--- src/rtl/alu_issue_pkg.sv ---
// Shared types and constants for the ALU issue block and the ALU it drives.
// Holds the ALU operation encoding, the instruction field positions and the FSM states.
// Optional feature macro used by the other files: ALU_ISSUE_FLAGS_EN.
package alu_issue_pkg;

  typedef enum logic [3:0] {
    ALU_ADD = 4'd0,
    ALU_OR  = 4'd1,
    ALU_AND = 4'd2,
    ALU_XOR = 4'd3,
    ALU_NOT = 4'd4,
    ALU_NEG = 4'd5,
    ALU_ASR = 4'd6,
    ALU_LSL = 4'd7
  } alu_operation_e;

  localparam logic [3:0] OP_LDI = 4'd8;

  // Instruction field positions: [15:12] op, [11:9] rd, [8:6] ra, [5:3] rb, [2:0] reserved.
  localparam int OP_MSB  = 15;
  localparam int OP_LSB  = 12;
  localparam int RD_MSB  = 11;
  localparam int RD_LSB  = 9;
  localparam int RA_MSB  = 8;
  localparam int RA_LSB  = 6;
  localparam int RB_MSB  = 5;
  localparam int RB_LSB  = 3;
  localparam int IMM_MSB = 8;
  localparam int IMM_LSB = 0;

  typedef enum logic [1:0] {
    S_IDLE = 2'd0,
    S_EXEC = 2'd1,
    S_WB   = 2'd2
  } state_e;

  // Opcodes 0-7 go through the ALU.
  function automatic logic is_alu_op(input logic [3:0] op);
    return op < OP_LDI;
  endfunction

endpackage

--- src/rtl/alu_issue_if.sv ---
// Bundle of the instruction handshake, ALU operand/result and debug read signals.
// master: the alu_issue block; slave: instruction source, ALU and debug observer.
// flags_o exists only when ALU_ISSUE_FLAGS_EN is defined.
interface alu_issue_if #(
  parameter int Width = 16
);
  import alu_issue_pkg::*;

  logic                 instr_valid_i;
  logic                 instr_ready_o;
  logic [15:0]          instr_i;
  logic [Width-1:0]     alu_a_o;
  logic [Width-1:0]     alu_b_o;
  alu_operation_e       alu_op_o;
  logic [Width-1:0]     alu_result_i;
  logic                 done_o;
  logic                 err_o;
  logic [2:0]           dbg_addr_i;
  logic [Width-1:0]     dbg_data_o;
`ifdef ALU_ISSUE_FLAGS_EN
  logic [1:0]           flags_o;
`endif

  modport master (
    input  instr_valid_i, instr_i, alu_result_i, dbg_addr_i,
    output instr_ready_o, alu_a_o, alu_b_o, alu_op_o, done_o, err_o, dbg_data_o
`ifdef ALU_ISSUE_FLAGS_EN
    , output flags_o
`endif
  );

  modport slave (
    output instr_valid_i, instr_i, alu_result_i, dbg_addr_i,
    input  instr_ready_o, alu_a_o, alu_b_o, alu_op_o, done_o, err_o, dbg_data_o
`ifdef ALU_ISSUE_FLAGS_EN
    , input flags_o
`endif
  );

endinterface

--- src/rtl/alu_issue_regfile.sv ---
// NumRegs x Width register file: two operand read ports, one debug read port, one write port.
// Reads are combinational; a write lands on the rising edge and is readable the next cycle.
// No backpressure; async active-low reset clears every entry to 0.
module alu_issue_regfile
  import alu_issue_pkg::*;
#(
  parameter int Width   = 16,
  parameter int NumRegs = 8,
  localparam int AddrW  = $clog2(NumRegs)
) (
  input  logic             clk_i,
  input  logic             rst_ni,
  input  logic [AddrW-1:0] ra_addr_i,
  output logic [Width-1:0] ra_data_o,
  input  logic [AddrW-1:0] rb_addr_i,
  output logic [Width-1:0] rb_data_o,
  input  logic [AddrW-1:0] dbg_addr_i,
  output logic [Width-1:0] dbg_data_o,
  input  logic             we_i,
  input  logic [AddrW-1:0] waddr_i,
  input  logic [Width-1:0] wdata_i
);

  logic [Width-1:0] rf_q [NumRegs];
  logic [Width-1:0] rf_d [NumRegs];

  always_comb begin
    rf_d = rf_q;
    if (we_i) rf_d[waddr_i] = wdata_i;
  end

  always_ff @(posedge clk_i or negedge rst_ni) begin
    if (!rst_ni) begin
      for (int i = 0; i < NumRegs; i++) rf_q[i] <= '0;
    end else begin
      rf_q <= rf_d;
    end
  end

  assign ra_data_o  = rf_q[ra_addr_i];
  assign rb_data_o  = rf_q[rb_addr_i];
  assign dbg_data_o = rf_q[dbg_addr_i];

endmodule

--- src/rtl/alu_issue.sv ---
// Issues one 16-bit instruction at a time to an external combinational ALU and writes back the result.
// Handshake in cycle N -> operands on the ALU in N+1 -> write-back with done_o (and err_o) in N+2.
// instr_ready_o is high only in S_IDLE and out of reset, so at most one instruction per 3 cycles.
// Ports: clk_i, rst_ni plain; everything else through alu_issue_if.master (instr, ALU, done/err, debug).
// Optional: ALU_ISSUE_FLAGS_EN adds flags_o = {N, Z} updated on every legal write-back.
module alu_issue
  import alu_issue_pkg::*;
#(
  parameter int Width   = 16,
  parameter int NumRegs = 8
) (
  input  logic        clk_i,
  input  logic        rst_ni,
  alu_issue_if.master bus
);

  state_e         state_q, state_d;
  logic [3:0]     op_q, op_d;
  logic [2:0]     rd_q, rd_d;
  logic [8:0]     imm_q, imm_d;
  logic [Width-1:0] alu_a_q, alu_a_d;
  logic [Width-1:0] alu_b_q, alu_b_d;
  alu_operation_e alu_op_q, alu_op_d;
  logic [Width-1:0] result_q, result_d;
  logic           done_q, done_d;
  logic           err_q, err_d;
`ifdef ALU_ISSUE_FLAGS_EN
  logic [1:0]     flags_q, flags_d;
`endif

  logic             instr_ready;
  logic             handshake;
  logic [3:0]       op_in;
  logic [Width-1:0] rf_a, rf_b;
  logic             rf_we;

  // Ready is forced low during reset even though the state already reads S_IDLE.
  assign instr_ready = (state_q == S_IDLE) && rst_ni;
  assign handshake   = bus.instr_valid_i && instr_ready;
  assign op_in       = bus.instr_i[OP_MSB:OP_LSB];

  // Illegal opcodes (op > LDI) retire without a write.
  assign rf_we = (state_q == S_WB) && (op_q <= OP_LDI);

  // Operand ports are addressed straight from the incoming instruction so the
  // operands can be registered on the handshake edge; the regfile cannot change
  // in S_IDLE, so this is the same value S_EXEC would see.
  alu_issue_regfile #(
    .Width   (Width),
    .NumRegs (NumRegs)
  ) u_regfile (
    .clk_i      (clk_i),
    .rst_ni     (rst_ni),
    .ra_addr_i  (bus.instr_i[RA_MSB:RA_LSB]),
    .ra_data_o  (rf_a),
    .rb_addr_i  (bus.instr_i[RB_MSB:RB_LSB]),
    .rb_data_o  (rf_b),
    .dbg_addr_i (bus.dbg_addr_i),
    .dbg_data_o (bus.dbg_data_o),
    .we_i       (rf_we),
    .waddr_i    (rd_q),
    .wdata_i    (result_q)
  );

  always_comb begin
    state_d  = state_q;
    op_d     = op_q;
    rd_d     = rd_q;
    imm_d    = imm_q;
    alu_a_d  = alu_a_q;
    alu_b_d  = alu_b_q;
    alu_op_d = alu_op_q;
    result_d = result_q;
    done_d   = 1'b0;
    err_d    = 1'b0;
`ifdef ALU_ISSUE_FLAGS_EN
    flags_d  = flags_q;
`endif
    case (state_q)
      S_IDLE: begin
        if (handshake) begin
          state_d  = S_EXEC;
          op_d     = op_in;
          rd_d     = bus.instr_i[RD_MSB:RD_LSB];
          // The immediate overlaps ra/rb/reserved, so keeping it keeps every field needed.
          imm_d    = bus.instr_i[IMM_MSB:IMM_LSB];
          alu_a_d  = rf_a;
          alu_b_d  = rf_b;
          // LDI and illegal ops leave the ALU on a harmless ADD.
          alu_op_d = is_alu_op(op_in) ? alu_operation_e'(op_in) : ALU_ADD;
        end
      end
      S_EXEC: begin
        state_d  = S_WB;
        result_d = (op_q == OP_LDI) ? Width'($signed(imm_q)) : bus.alu_result_i;
        // done/err are registered, so setting them here makes them pulse in S_WB.
        done_d   = 1'b1;
        err_d    = (op_q > OP_LDI);
      end
      S_WB: begin
        state_d = S_IDLE;
`ifdef ALU_ISSUE_FLAGS_EN
        if (op_q <= OP_LDI) flags_d = {result_q[Width-1], (result_q == '0)};
`endif
      end
      default: state_d = S_IDLE;
    endcase
  end

  always_ff @(posedge clk_i or negedge rst_ni) begin
    if (!rst_ni) begin
      state_q  <= S_IDLE;
      op_q     <= '0;
      rd_q     <= '0;
      imm_q    <= '0;
      alu_a_q  <= '0;
      alu_b_q  <= '0;
      alu_op_q <= ALU_ADD;
      result_q <= '0;
      done_q   <= 1'b0;
      err_q    <= 1'b0;
`ifdef ALU_ISSUE_FLAGS_EN
      flags_q  <= 2'b00;
`endif
    end else begin
      state_q  <= state_d;
      op_q     <= op_d;
      rd_q     <= rd_d;
      imm_q    <= imm_d;
      alu_a_q  <= alu_a_d;
      alu_b_q  <= alu_b_d;
      alu_op_q <= alu_op_d;
      result_q <= result_d;
      done_q   <= done_d;
      err_q    <= err_d;
`ifdef ALU_ISSUE_FLAGS_EN
      flags_q  <= flags_d;
`endif
    end
  end

  assign bus.instr_ready_o = instr_ready;
  assign bus.alu_a_o       = alu_a_q;
  assign bus.alu_b_o       = alu_b_q;
  assign bus.alu_op_o      = alu_op_q;
  assign bus.done_o        = done_q;
  assign bus.err_o         = err_q;
`ifdef ALU_ISSUE_FLAGS_EN
  assign bus.flags_o       = flags_q;
`endif

endmodule

--- src/flat_wrapper.sv ---
// flat-port wrapper written by rule: the top's interface ports become plain ports
module alu_issue_flat import alu_issue_pkg::*;
#(
  parameter int Width   = 16,
  parameter int NumRegs = 8
)
  (clk_i, rst_ni, bus_instr_valid_i, bus_instr_i, bus_alu_result_i, bus_dbg_addr_i, bus_instr_ready_o, bus_alu_a_o, bus_alu_b_o, bus_alu_op_o, bus_done_o, bus_err_o, bus_dbg_data_o);
  alu_issue_if #(.Width(Width)) bus_i ();
  input  logic clk_i;
  input  logic rst_ni;
  input wire logic [$bits(bus_i.instr_valid_i)-1:0] bus_instr_valid_i;
  input wire logic [$bits(bus_i.instr_i)-1:0] bus_instr_i;
  input wire logic [$bits(bus_i.alu_result_i)-1:0] bus_alu_result_i;
  input wire logic [$bits(bus_i.dbg_addr_i)-1:0] bus_dbg_addr_i;
  output wire logic [$bits(bus_i.instr_ready_o)-1:0] bus_instr_ready_o;
  output wire logic [$bits(bus_i.alu_a_o)-1:0] bus_alu_a_o;
  output wire logic [$bits(bus_i.alu_b_o)-1:0] bus_alu_b_o;
  output wire logic [$bits(bus_i.alu_op_o)-1:0] bus_alu_op_o;
  output wire logic [$bits(bus_i.done_o)-1:0] bus_done_o;
  output wire logic [$bits(bus_i.err_o)-1:0] bus_err_o;
  output wire logic [$bits(bus_i.dbg_data_o)-1:0] bus_dbg_data_o;
  assign bus_i.instr_valid_i = bus_instr_valid_i;
  assign bus_i.instr_i = bus_instr_i;
  assign bus_i.alu_result_i = bus_alu_result_i;
  assign bus_i.dbg_addr_i = bus_dbg_addr_i;
  assign bus_instr_ready_o = bus_i.instr_ready_o;
  assign bus_alu_a_o = bus_i.alu_a_o;
  assign bus_alu_b_o = bus_i.alu_b_o;
  assign bus_alu_op_o = bus_i.alu_op_o;
  assign bus_done_o = bus_i.done_o;
  assign bus_err_o = bus_i.err_o;
  assign bus_dbg_data_o = bus_i.dbg_data_o;
  alu_issue #(.Width(Width), .NumRegs(NumRegs)) u_core (.clk_i(clk_i), .rst_ni(rst_ni), .bus(bus_i));
endmodule
--- config.mk ---
export PLATFORM = sky130hd
export DESIGN_NAME = alu_issue_flat
export DESIGN_NICKNAME = d
export VERILOG_FILES = /design/src/rtl/alu_issue_pkg.sv /design/src/rtl/alu_issue_if.sv /design/src/rtl/alu_issue_regfile.sv /design/src/rtl/alu_issue.sv /design/src/flat_wrapper.sv
export SDC_FILE = /design/constraint.sdc
export NUM_CORES = 1
export LEC_CHECK = 0
export CAP_MARGIN = 20
export CORE_MARGIN = 2
export CORE_UTILIZATION = 45
export CTS_CLUSTER_DIAMETER = 50
export CTS_CLUSTER_SIZE = 30
export DETAILED_ROUTE_END_ITERATION = 8
export HOLD_SLACK_MARGIN = 0.06
export PLACE_DENSITY = 0.63
export SLEW_MARGIN = 10
export SYNTH_ARGS = -nofsm -noshare
export SYNTH_HDL_FRONTEND = slang
export SYNTH_SLANG_ARGS = --single-unit
export TNS_END_PERCENT = 5
--- constraint.sdc ---
create_clock -name clk_i -period 2.54 [get_ports clk_i]
set_input_delay 0.508 -clock clk_i [delete_from_list [all_inputs] [get_ports clk_i]]
set_output_delay 0.508 -clock clk_i [all_outputs]
set_load 0.05 [all_outputs]
---- After elaboration in Yosys (flattened, before gate mapping) ----
Cells that the tools add are included.
operators by class
  multiply operators ...................... 0
  $add $sub $neg .......................... 0
  shift operators ......................... 0
  divide/modulo/power cells ............... 0
  reduce and logical (&&, ||, !) cells .... 6
  eq/ne operators ......................... 4
  magnitude comparators ................... 8
  bitwise logic cells ..................... 4
  mux-type cells .......................... 18
operator list
  operator                                                                number
  16-bit binary-select mux with 3-bit select                              3
  128-bit bitwise mux                                                     1
  16-bit 2-to-1 mux                                                       8
  16-bit demux with 3-bit select                                          1
  4-bit greater-or-equal comparator (second input constant)               4
  3-bit inverter with 4-bit output                                        4
  4-bit equality test (second input constant)                             1
  4-bit greater-than comparator (second input constant)                   1
  4-bit <= comparator (second input constant)                             1
  1-bit logical AND                                                       4
  4-bit by 1-bit < comparator with 1-bit output (second input constant)   1
  4-bit < comparator (second input constant)                              1
  4-bit 2-to-1 mux                                                        1
  2-bit case mux with 2 select lines                                      1
  2-bit by 1-bit equality test with 1-bit output (second input constant)  1
  2-bit equality test (second input constant)                             1
  2-bit zero test                                                         1
  1-bit 2-to-1 mux                                                        2
  2-bit 2-to-1 mux                                                        1
  2-bit by 1-bit != test with 1-bit output (second input constant)        1
  2-bit AND reduction                                                     1
word-level totals
  bits in writable memories ............... 0
  memories ................................ 0
  bits in registers ....................... 200
  logic and storage cells ................. 58
  bits of input ports ..................... 38
  bits in read-only memories .............. 0
  output and inout bits ................... 55
  latch bits .............................. 0

---- Logic depth before layout (Yosys ltp) ----
  depth in word-level cells ............... 6
  mapped depth ............................ 6
  depth with buffers taken out ............ 4

---- Modules after synthesis ----
From an unflattened synthesis, not the netlist that was laid out.
unflattened totals
  cells, all modules ...................... 658
  area, all modules ....................... 10978.0 µm²
by module, submodules not included
  module             instances  seq. area each (µm²)  cells each  area each (µm²)
  alu_issue_regfile  1          3203.1                450         8071.5
  alu_issue          1          1776.7                208         2906.5

---- Worst setup path before layout ----
No wires, ideal clock.
  path kind ............................... input-to-output
  start ................................... input port bus_dbg_addr_i[0]
  end ..................................... output port bus_dbg_data_o[10]
  data required time ...................... 2.032 ns
  data arrival time ....................... 1.938 ns
  stages .................................. 4
  path buffers ............................ 2
  setup slack ............................. 0.094 ns
  cells stage by stage .................... clkbuf_1 -> buf_2 -> mux4_2 -> mux2_2
on the way
  longest elaborated chain between the ends .. 4
RTL lines
  item                                                    RTL line                 source
  from (decl)                                             flat_wrapper.sv:14       input wire logic [$bits(bus_i.dbg_addr_i)-1:0] bus_dbg_addr_i;
  3-bit inverter with 4-bit output (not written as such)  alu_issue_regfile.sv:42  assign dbg_data_o = rf_q[dbg_addr_i];
  16-bit binary-select mux with 3-bit select              alu_issue_regfile.sv:42
  16-bit 2-to-1 mux (not written as such) (2 in a row)    alu_issue_regfile.sv:42
  to (decl)                                               flat_wrapper.sv:21       output wire logic [$bits(bus_i.dbg_data_o)-1:0] bus_dbg_data_o;
No other way between the ends. The select of a mux whose other input is x is not followed.

---- Worst setup path in the final report ----
  start ................................... input port bus_dbg_addr_i[1]
  end ..................................... output port bus_dbg_data_o[13]
Same word-level chain as after synthesis.

==> impl_metrics.csv <==
group,metric,value,unit
run_status,status,"complete, no violations",
layout,regArea,4980,sq um
synth,synth_top_area_share,0.4695,
route,wl,29170,microns
min_path,hp-class,"register to register",
route,drcViolationCount,0,
layout,multi_input_area,5349,sq um
pwr,p_clk_frac,0.230,
grt,grt-busiest-layer,"met2",
critical_path,slowest_stage,"bufbuf_16",
pwr,power_switching,4591,uW
place,port_buffers,91,
place,gp_congestion,0.7991,
route,viasPerCell,6.055,
timing,fmax,402.5,MHz
route,drtPass1Iterations,5,
synth,synthCells,800,
timing,hold_viol_final,0,
critical_path,critical_path_arrival,1.98,ns
critical_path,crit_required,2.03,ns
die,num_io_pins,93,
clock_network,cts.clk_slew.worst_paths,0.07,ns
route,routedWlPerCell,24.10,microns
route,antenna_left,0,
layout,utilization,0.5420,
synth,synth_nets,838,
clock_network,clock_path_buffers,2,
critical_path,cp_cell_sequence,"clkdlybuf4s15_1 > bufbuf_16 > mux4_2 > mux2_2 > buf_4",
pwr,seqPwrFrac,0.427,
critical_path,cp-start-kind,"input pin",
pwr,p_leak,0.005749,uW
synth,synthDistinctLibCells,33,
synth,synth-seq-cells,199,
layout,nFillCells,1942,
critical_path,crit_type,"input pin to primary output",
synth,seq_area_frac_synth,0.4695,
layout,areaGrowthSynthToFinish,19.21,%
grt,use_met1,0.3342,
clock_network,clock_latency,0.44,ns
timing,fin_setup_tns,0,ns
grt,grt_overflow,0,
pwr,p_int,8188,uW
route,num_vias,7327,
flow_run,max_cap_viol_count,0,
synth,synthTopCellsByArea,"dfrtp_1 47%, mux2_2 23%, mux2i_1 7.5%, mux4_2 6.8%, a22o_1 2.6%",
clock_network,clkSinkCount,199,
synth,syn-cell-area,10610,sq um
clock_network,cts_tree,"done",
timing,drv_slew,0,
clock_network,root_buffer,"clkbuf_16",
layout,layout-drive-gt1-share,0.3906,
die,rows,56,
pwr,cellPowerDensity,1011,nW/um^2
grt,met2_usage,0.3920,
clock_network,cts_made_buffers,17,
critical_path,slowest_delay,0.37,ns
timing,fin_crit_sh,0.9780,
clock_network,htree_levels,4,
place,dp_hpwl,18090,microns
synth,yosys.area.top_type,"dfrtp_1",
layout,diodes,0,
die,design.core.area,23330,sq um
pwr,pwr-share-comb,0.344,
die,die_y,157.5,microns
layout,nNetsFinal,916,
critical_path,crit_fanout,16,
die,dieArea,24820,sq um
grt,grt_use_met3,0.04323,
pwr,ir_drop,0.4987,mV
critical_path,cp-end-kind,"primary output",
timing,period_minus_slack,2.484,ns
synth,avgSynthCellArea,13.26,sq um
synth,yosysWarningCount,0,
timing,setup_viol,0,
die,initial_utilization,0.4546,
timing,max_slew_margin,0.4941,
die,die_w,157.5,microns
timing,fin_skew,0.01342,ns
grt,antenna_found_initial,0,
timing,tightest_slew,0.7589,ns
grt,track_usage,0.2443,
grt,grt_pass1_vias,7586,
pwr,swShare,0.3592,
grt,grt_max_degree,66,
grt,grt_pass1_wl,44840,microns
timing,rsz0062_at_grt,"false",
route,first_iter_violations,500,
-- power groups by stage --
| stage | clock network (uW) | registers, uW | logic [uW] |
|---|---|---|---|
| finish | 2930 | 5450 | 4390 |
| detailed placement | 0 | 5460 | 4390 |
| floorplan | 0 | 5480 | 2870 |
| global placement | 0 | 5380 | 4260 |
| CTS | 2980 | 5400 | 4420 |
| global route | 3110 | 5600 | 4680 |
-- cell families after synthesis --
kind of cell | synth area share
multiplexers | 0.3848
AO/OA/AOI/OAI | 0.07891
buffers and inverters | 0.02890
flip-flops | 0.4695
other | 0.0003535
AND/OR/NAND/NOR | 0.03763
-- per-stage QoR --
stage          setup slack, ns  hold slack, ns  area [sq um]  cells  total power, uW
6_report               0.05583          0.4818         12650   1210            12780
2_1_floorplan          0.09362          0.2124         10610    800             8350
3_3_place_gp          -0.05552          0.4061         11950   1176             9644
5_1_grt                0.03403          0.5062         12650   1210            13390
3_5_place_dp          -0.07812          0.4128         11950   1176             9848
4_1_cts                0.03219          0.4861         12640   1210            12800
-- per-layer routing --
metal / part of all wire / vias up / routed length [microns]
met5: 0 / - / 0
met4: 0.025 / 0 / 739
met3: 0.050 / 50 / 1464
met2: 0.48 / 276 / 14000
met1: 0.44 / 3808 / 12970
li1: - / 3193 / -
-- cell usage in the layout, fill, tap and decap left out, types with 2 or more instances in the layout --
master           instances
a22o_1                  32
buf_12                  11
buf_2                    3
buf_4                   36
bufinv_16                3
clkbuf_16               17
clkbuf_8                 5
clkdlybuf4s50_1         69
clkinv_4                 5
dfrtp_1                199
inv_1                    3
inv_8                    2
mux2_2                 214
mux2_4                  10
mux2i_1                 80
mux4_2                  32
nand2_1                 54
nand2b_1                 6
nand3_1                  2
nor2_1                   3
nor2b_1                  2
nor3b_2                  3
o21ai_0                 19
o22ai_1                 32
o31ai_1                 32
-- state kept, by name (all words and copies together), names as in the netlist --
register,flops
u_core.result_q,16
u_core.bus.alu_b_o,16
u_core.bus.done_o,1
u_core.bus.err_o,1
u_core.bus.alu_a_o,16
u_core.u_regfile.rf_q,128
u_core.rd_q,3
u_core.state_q,2
u_core.op_q,4
u_core.bus.alu_op_o,3
u_core.imm_q,9
-- final timing paths --
path | endpoint | startpoint | cells past startpoint | slack [ns]
max | bus_dbg_data_o[13] | bus_dbg_addr_i[1] | 5 | 0.06
min | u_core.bus.alu_a_o[1] | u_core.bus.alu_a_o[1] | 2 | 0.48
max reg2reg | u_core.u_regfile.rf_q[10] | u_core.op_q[1] | 4 | 0.60
min reg2reg | u_core.bus.alu_a_o[1] | u_core.bus.alu_a_o[1] | 2 | 0.48
max in group asynchronous | u_core.bus.alu_b_o[10] | rst_ni | 3 | 1.00
min in group asynchronous | u_core.bus.alu_op_o[0] | rst_ni | 2 | 0.51
-- cell usage after synthesis --
cell type  number
mux2_4         10
nand2_1        54
and4b_1         1
or3b_1          1
and4bb_2        1
mux2_2        214
nand3_1         2
buf_6           2
nor3_2          1
inv_1           3
nor4b_1         2
o21ai_0        19
o31ai_1        32
nand4bb_1       1
a22o_1         32
nor3b_1         2
o31ai_2         1
o22ai_1        32
mux4_2         32
clkbuf_1       36
nor3b_2         2
buf_4           4
buf_1           2
nand4b_1        1
mux2i_1        80
nand2b_1        6
buf_2          20
nand4_1         1
conb_1          1
dfrtp_1       199
o31a_1          1
nor2b_1         2
nor2_1          3
-- area by class of cell --
| cell class | count | share of cell area |
|---|---|---|
| clock buffers | 21 | 0.03799 |
| clock inverters | 11 | 0.01296 |
| well taps | 319 | 0.03156 |
| flip-flops and latches | 199 | 0.3938 |
| multi-input cells | 534 | 0.4230 |
| repair buffers | 123 | 0.09983 |
| inverters | 3 | 0.0008905 |
-- timing repair --
action / CTS / global route
hold buffers: 1 / 0
gates cloned: 1 / 0
hold endpoints to repair: 22 / 0
pin swaps: 0 / 0
resized for setup: 1 / 2
setup buffers: 0 / 0
setup endpoints to repair: 16 / 2
-- critical path, delay by kind of cell --
kind / cells / cell delay [ns]
mux: 2 / 0.59
buf+inv: 3 / 0.87
Note: power is estimated with default switching activity, not from simulation.
